--- src/rtl/uart_pkg.sv ---
// rtl/uart_pkg.sv - shared UART line-rate constants and receiver state encoding
package uart_pkg;

    localparam int UART_FREQ = 12000000;
    localparam int UART_BAUD = 9600;

    // Clocks per line bit for a given system clock and baud rate.
    function automatic int uart_cpb(input int freq, input int baud);
        return freq / baud;
    endfunction

    // Clocks from start-edge detection to the middle of the start bit.
    function automatic int uart_half(input int freq, input int baud);
        return (freq / baud) / 2;
    endfunction

    localparam int UART_CPB  = uart_cpb(UART_FREQ, UART_BAUD);
    localparam int UART_HALF = uart_half(UART_FREQ, UART_BAUD);

    typedef enum logic [2:0] {
        RX_IDLE  = 3'd0,
        RX_START = 3'd1,
        RX_DATA  = 3'd2,
        RX_STOP  = 3'd3,
        RX_BREAK = 3'd4
    } rx_state_t;

endpackage

--- src/rtl/uart_sync2.sv ---
// rtl/uart_sync2.sv - two-flop synchronizer for an asynchronous single-bit input
module uart_sync2 #(
    parameter logic RESET_VAL = 1'b1
) (
    input  logic clk,
    input  logic nrst,
    input  logic d,
    output logic q
);

    logic s1_q;
    logic s1_d;
    logic s2_q;
    logic s2_d;

    // Next-state of the two-stage shift toward the clock domain.
    always_comb begin
        s1_d = d;
        s2_d = s1_q;
    end

    // Synchronizer flops; reset to the line's idle level so no false edge appears.
    always_ff @(posedge clk) begin
        if (!nrst) begin
            s1_q <= RESET_VAL;
            s2_q <= RESET_VAL;
        end else begin
            s1_q <= s1_d;
            s2_q <= s2_d;
        end
    end

    assign q = s2_q;

endmodule

--- src/rtl/uart_rx_byte.sv ---
// rtl/uart_rx_byte.sv - oversampling 8N1 UART receiver with valid/ready byte output
module uart_rx_byte
    import uart_pkg::*;
#(
    parameter int FREQ = UART_FREQ,
    parameter int BAUD = UART_BAUD,
    parameter int CW   = 11
) (
    input  logic       clk,
    input  logic       nrst,
    input  logic       rx_in,
    output logic [7:0] rx_data,
    output logic       rx_valid,
    input  logic       rx_ready,
    output logic       frame_err,
    output logic       overrun,
    output logic       busy
);

    localparam int CPB  = uart_cpb(FREQ, BAUD);
    localparam int HALF = uart_half(FREQ, BAUD);

    localparam logic [CW-1:0] CNT_BIT_END  = CW'(CPB - 1);
    localparam logic [CW-1:0] CNT_HALF_END = CW'(HALF - 1);

    localparam logic [2:0] ST_IDLE  = RX_IDLE;
    localparam logic [2:0] ST_START = RX_START;
    localparam logic [2:0] ST_DATA  = RX_DATA;
    localparam logic [2:0] ST_STOP  = RX_STOP;
    localparam logic [2:0] ST_BREAK = RX_BREAK;

    logic          rx_s;

    logic [2:0]    state_q,     state_d;
    logic [CW-1:0] cnt_q,       cnt_d;
    logic [2:0]    bit_idx_q,   bit_idx_d;
    logic [7:0]    shift_q,     shift_d;
    logic [7:0]    data_q,      data_d;
    logic          valid_q,     valid_d;
    logic          frame_err_q, frame_err_d;
    logic          overrun_q,   overrun_d;
    logic          deliver;

    uart_sync2 #(
        .RESET_VAL (1'b1)
    ) u_sync (
        .clk  (clk),
        .nrst (nrst),
        .d    (rx_in),
        .q    (rx_s)
    );

    // Framing FSM plus the single-entry holding register and its handshake.
    always_comb begin
        state_d     = state_q;
        cnt_d       = cnt_q;
        bit_idx_d   = bit_idx_q;
        shift_d     = shift_q;
        data_d      = data_q;
        valid_d     = valid_q;
        frame_err_d = 1'b0;
        overrun_d   = 1'b0;
        deliver     = 1'b0;

        case (state_q)
            ST_IDLE: begin
                cnt_d = '0;
                if (!rx_s) begin
                    state_d = ST_START;
                end
            end
            ST_START: begin
                if (cnt_q == CNT_HALF_END) begin
                    cnt_d     = '0;
                    bit_idx_d = 3'd0;
                    // Line back high at mid-start means a glitch, not a frame.
                    state_d   = rx_s ? ST_IDLE : ST_DATA;
                end else begin
                    cnt_d = cnt_q + CW'(1);
                end
            end
            ST_DATA: begin
                if (cnt_q == CNT_BIT_END) begin
                    cnt_d     = '0;
                    shift_d   = {rx_s, shift_q[7:1]};
                    bit_idx_d = bit_idx_q + 3'd1;
                    if (bit_idx_q == 3'd7) begin
                        state_d = ST_STOP;
                    end
                end else begin
                    cnt_d = cnt_q + CW'(1);
                end
            end
            ST_STOP: begin
                if (cnt_q == CNT_BIT_END) begin
                    cnt_d = '0;
                    if (rx_s) begin
                        // Leave at mid-stop so a back-to-back start edge is seen.
                        deliver = 1'b1;
                        state_d = ST_IDLE;
                    end else begin
                        frame_err_d = 1'b1;
                        state_d     = ST_BREAK;
                    end
                end else begin
                    cnt_d = cnt_q + CW'(1);
                end
            end
            ST_BREAK: begin
                cnt_d = '0;
                if (rx_s) begin
                    state_d = ST_IDLE;
                end
            end
            default: begin
                cnt_d   = '0;
                state_d = ST_IDLE;
            end
        endcase

        if (deliver) begin
            if (!valid_q || rx_ready) begin
                data_d  = shift_q;
                valid_d = 1'b1;
            end else begin
                overrun_d = 1'b1;
            end
        end else if (valid_q && rx_ready) begin
            valid_d = 1'b0;
        end
    end

    // State, datapath and output registers; reset drops any frame or pending byte.
    always_ff @(posedge clk) begin
        if (!nrst) begin
            state_q     <= ST_IDLE;
            cnt_q       <= '0;
            bit_idx_q   <= 3'd0;
            shift_q     <= 8'h00;
            data_q      <= 8'h00;
            valid_q     <= 1'b0;
            frame_err_q <= 1'b0;
            overrun_q   <= 1'b0;
        end else begin
            state_q     <= state_d;
            cnt_q       <= cnt_d;
            bit_idx_q   <= bit_idx_d;
            shift_q     <= shift_d;
            data_q      <= data_d;
            valid_q     <= valid_d;
            frame_err_q <= frame_err_d;
            overrun_q   <= overrun_d;
        end
    end

    assign rx_data   = data_q;
    assign rx_valid  = valid_q;
    assign frame_err = frame_err_q;
    assign overrun   = overrun_q;
    assign busy      = (state_q != ST_IDLE);

endmodule

--- config.mk ---
export PLATFORM = sky130hd
export DESIGN_NAME = uart_rx_byte
export DESIGN_NICKNAME = d
export VERILOG_FILES = /design/src/rtl/uart_pkg.sv /design/src/rtl/uart_sync2.sv /design/src/rtl/uart_rx_byte.sv
export SDC_FILE = /design/constraint.sdc
export NUM_CORES = 1
export LEC_CHECK = 0
export BUFFER_PORTS_ARGS = -buffer_cell sky130_fd_sc_hd__buf_2
export CORE_ASPECT_RATIO = 0.8
export CORE_MARGIN = 4
export CORE_UTILIZATION = 50
export DETAILED_ROUTE_END_ITERATION = 6
export GPL_TIMING_DRIVEN = 0
export PLACE_DENSITY = 0.7
export SYNTH_ARGS = -nofsm -noshare
export SYNTH_HDL_FRONTEND = slang
export SYNTH_SLANG_ARGS = --single-unit
export TNS_END_PERCENT = 30
--- constraint.sdc ---
create_clock -name clk -period 4.4 [get_ports clk]
set_input_delay 1.32 -clock clk [delete_from_list [all_inputs] [get_ports clk]]
set_output_delay 1.32 -clock clk [all_outputs]
set_load 0.01 [all_outputs]
==> impl_metrics.csv <==
group,metric,value,unit
status,status,"finished, final reports clean",
finish,design_area,0.001957,mm2
clocking,ctsHoldBuffers,0,
finish,final_cell_count_no_fill,251,
critical_path,slowest_stage,"or3_1",
yosys,ys_seq_area_frac,0.4396,
critical_path,cp_data_arrival_time,1.34,ns
clocking,cts.sinks,38,
yosys,syn_nets,198,
yosys,yosysUniqueCellTypes,39,
clocking,cts_setup_buffers,0,
critical_path,worst_setup_path_start_kind,"register",
floorplan,die_area,0.004472,mm2
routing,dr.pass1.iters,4,
global_routing,antenna_found_initial,0,
pwr,power.density,337.0,mW/mm2
finish,fin_util,0.6119,
yosys,syn-cell-area,0.001730,mm2
sta,rsz0062_at_grt,"no",
finish,area_growth,13.09,%
place,io_buffers,14,
global_routing,grt_pass1_wl,5.471,mm
floorplan,dieHeight,60.62,um
pwr,combPwrFrac,0.038,
clocking,clockBufferDepth,2,
sta,skew,0.006291,ns
clocking,clk_pin_slew,0.07,ns
floorplan,coreArea,0.003198,mm2
pwr,peakVddDrop,0.0002475,V
finish,layout-drive-gt1-share,0.1374,
routing,drt_wl_total,3.254,mm
pwr,pwr-share-seq,0.525,
sta,period_needed,2.659,ns
pwr,swShare,0.2037,
critical_path,worst_path_largest_cell_delay,0.40,ns
sta,post-route-period-util,0.6044,
finish,fin_nets,219,
hold_path,min-delay-start,"u_sync.s1_q",
place,dp_cells,243,
yosys,synth.avg_cell_area,9.156,um2
global_routing,grt_util_all_layers,0.1631,
sta,relSlewSlack,0.5316,
sta,whs,0.4185,ns
floorplan,die_x,73.77,um
yosys,synth_warnings,0,
routing,dr_total_vias,1365,
clocking,ctsHtreeMaxLevel,2,
place,dpl.hpwl,2.292,mm
yosys,synth_cells,189,
critical_path,cp-startpoint,"state_q[2]",
yosys,ys_seq_elements,38,
global_routing,grt_remaining_overflow,0,
clocking,tritoncts,"built",
critical_path,reg2reg_depth,6,
critical_path,cp_cell_sequence,"clkbuf_1 -> or3_1 -> buf_2",
sta,final-hold-violation-count,0,
sta,fmax,0.3760,GHz
critical_path,cp_num_buf_inv,2,
routing,first_iter_violations,67,
critical_path,path_delay_family,"simple AND/OR/NAND/NOR gates",
place,dpl-instance-area,0.001851,mm2
clocking,clk_latency,0.30,ns
job,max_cap_violations,0,
sta,tightest_slew,0.6973,ns
place,place_congestion,0.8575,
sta,finalSetupViolCount,0,
finish,diodes,0,
sta,setup_slack,1.741,ns
hold_path,min_path_type,"register to register",
routing,avgRoutedWirePerCell,12.96,um
floorplan,initial_core_util,0.5411,
pwr,power.internal,525.1,uW
floorplan,core.rowCount,18,
sta,setup_tns,0,ns
floorplan,ios,16,
pwr,switching_power,134.3,uW
place,dp_slack,1.566,ns
pwr,p_leak,0.6650,nW
critical_path,cp_max_fo,10,
clocking,numCtsBuffers,5,
global_routing,grt_max_degree,12,
critical_path,required,3.08,ns
clocking,ctsResizeCount,0,
routing,vias_per_cell,5.438,
critical_path,path_class,"register to primary output",
global_routing,grt_pass1_vias,1235,
critical_path,r2r_start,"cnt_q[0]",
routing,drc_errors,0,
clocking,cts_root_buffer,"clkbuf_8",
routing,ant_nets,0,
critical_path,crit_cells,3,
hold_path,hold_path_depth,1,
critical_path,crit_path_end_kind,"primary output",
pwr,clockPowerShare,0.436,
pwr,finalPower,659.5,uW
sta,drv_slew,0,
-- registers in the layout, summed over array words and instances, names as in the netlist --
| register | count |
|---|---|
| state_q | 3 |
| u_sync.s1_q | 1 |
| u_sync.q | 1 |
| bit_idx_q | 3 |
| frame_err | 1 |
| overrun | 1 |
| rx_data | 8 |
| rx_valid | 1 |
| cnt_q | 11 |
| shift_q | 8 |
-- worst paths after layout --
| kind | endpoint | slack [ns] |
|---|---|---|
| hold reg to reg | u_sync.q | 0.42 |
| setup / recovery | busy | 1.74 |
| hold / removal | u_sync.q | 0.42 |
| setup reg to reg | rx_data[6] | 2.37 |
-- layout make-up --
cell class | instances | area (um2)
inverter | 7 | 26.28
sequential | 38 | 760.7
multi-input combinational | 134 | 903.4
timing repair buffer | 14 | 70.07
clock buffer | 7 | 76.32
tap | 40 | 50.05
fill | 273 | 1241
buffer | 10 | 40.04
clock inverter | 1 | 30.03
-- kinds of logic after synthesis --
family | count (synthesis) | share of synthesized area
adder cells (fa/ha/maj) | 5 | 0.03615
flip-flops | 38 | 0.4396
multiplexers | 11 | 0.06363
XOR/XNOR | 10 | 0.05062
AO/OA/AOI/OAI | 27 | 0.1020
buffers and inverters | 17 | 0.03832
AND/OR/NAND/NOR | 81 | 0.2697
-- metal layers --
| metal | vias to the layer above | wire length [um] | track usage |
|---|---|---|---|
| met5 | - | 0 | 0 |
| met4 | 0 | 51 | 0.07752 |
| met2 | 39 | 1354 | 0.2285 |
| met1 | 625 | 1628 | 0.2162 |
| met3 | 7 | 219 | 0.06954 |
| li1 | 694 | - | - |
-- cells in the mapped netlist (all sizes together) --
cell type / instances / area, um2
and3: 1 / 6.260
or3b: 2 / 17.52
a21boi: 3 / 22.52
nand3: 14 / 70.07
clkbuf: 7 / 26.28
mux2i: 11 / 110.1
nor2b: 9 / 56.30
buf: 3 / 13.76
nor4: 3 / 48.80
dfxtp: 38 / 760.7
a2bb2oi: 1 / 8.760
nor3: 9 / 45.04
nor4bb: 1 / 10.01
a21oi: 8 / 40.04
xor2: 2 / 17.52
o21ai: 10 / 50.05
ha: 5 / 62.56
xnor2: 8 / 70.07
or4: 2 / 15.01
nand2: 10 / 37.54
nand4: 1 / 6.260
o22ai: 1 / 12.51
nor2: 18 / 67.56
a31oi: 1 / 6.260
or3: 3 / 23.77
nand2b: 5 / 31.28
nand4b: 2 / 23.77
inv: 6 / 22.52
clkinv: 1 / 3.750
o21a: 1 / 7.510
a211oi: 1 / 7.510
nand3b: 1 / 7.510
o311a: 1 / 21.27
-- worst register-to-register path: cells and delay by family (launching register included) --
kind / cells / cell delay (ns)
buffers and inverters: 1 / 0.21
and+or+nand+nor: 2 / 0.80
adders and majority gates: 1 / 0.21
AOI/OAI and AO/OA: 2 / 0.30
DFF: 1 / 0.41
-- layout by cell type (no fill, tap or decap), drive strengths merged, types with 3 or more instances in the layout --
cell	instances
dfxtp	38
nor3	9
clkbuf	14
mux2i	11
or3	3
nand2	10
nor4	3
o21ai	10
ha	5
nand2b	5
nand3	14
xnor2	8
nor2	18
inv	6
buf	17
nor2b	9
a21boi	3
a21oi	8
-- power by group through the flow --
stage	Combinational, mW	Sequential [mW]	Clock [mW]
global route	0.0278	0.346	0.310
CTS	0.0249	0.346	0.293
finish	0.0253	0.346	0.288
floorplan	0.0185	0.354	0
detailed placement	0.0247	0.354	0
global placement	0.0240	0.354	0
No activity file was read; power rests on OpenSTA's default activity.
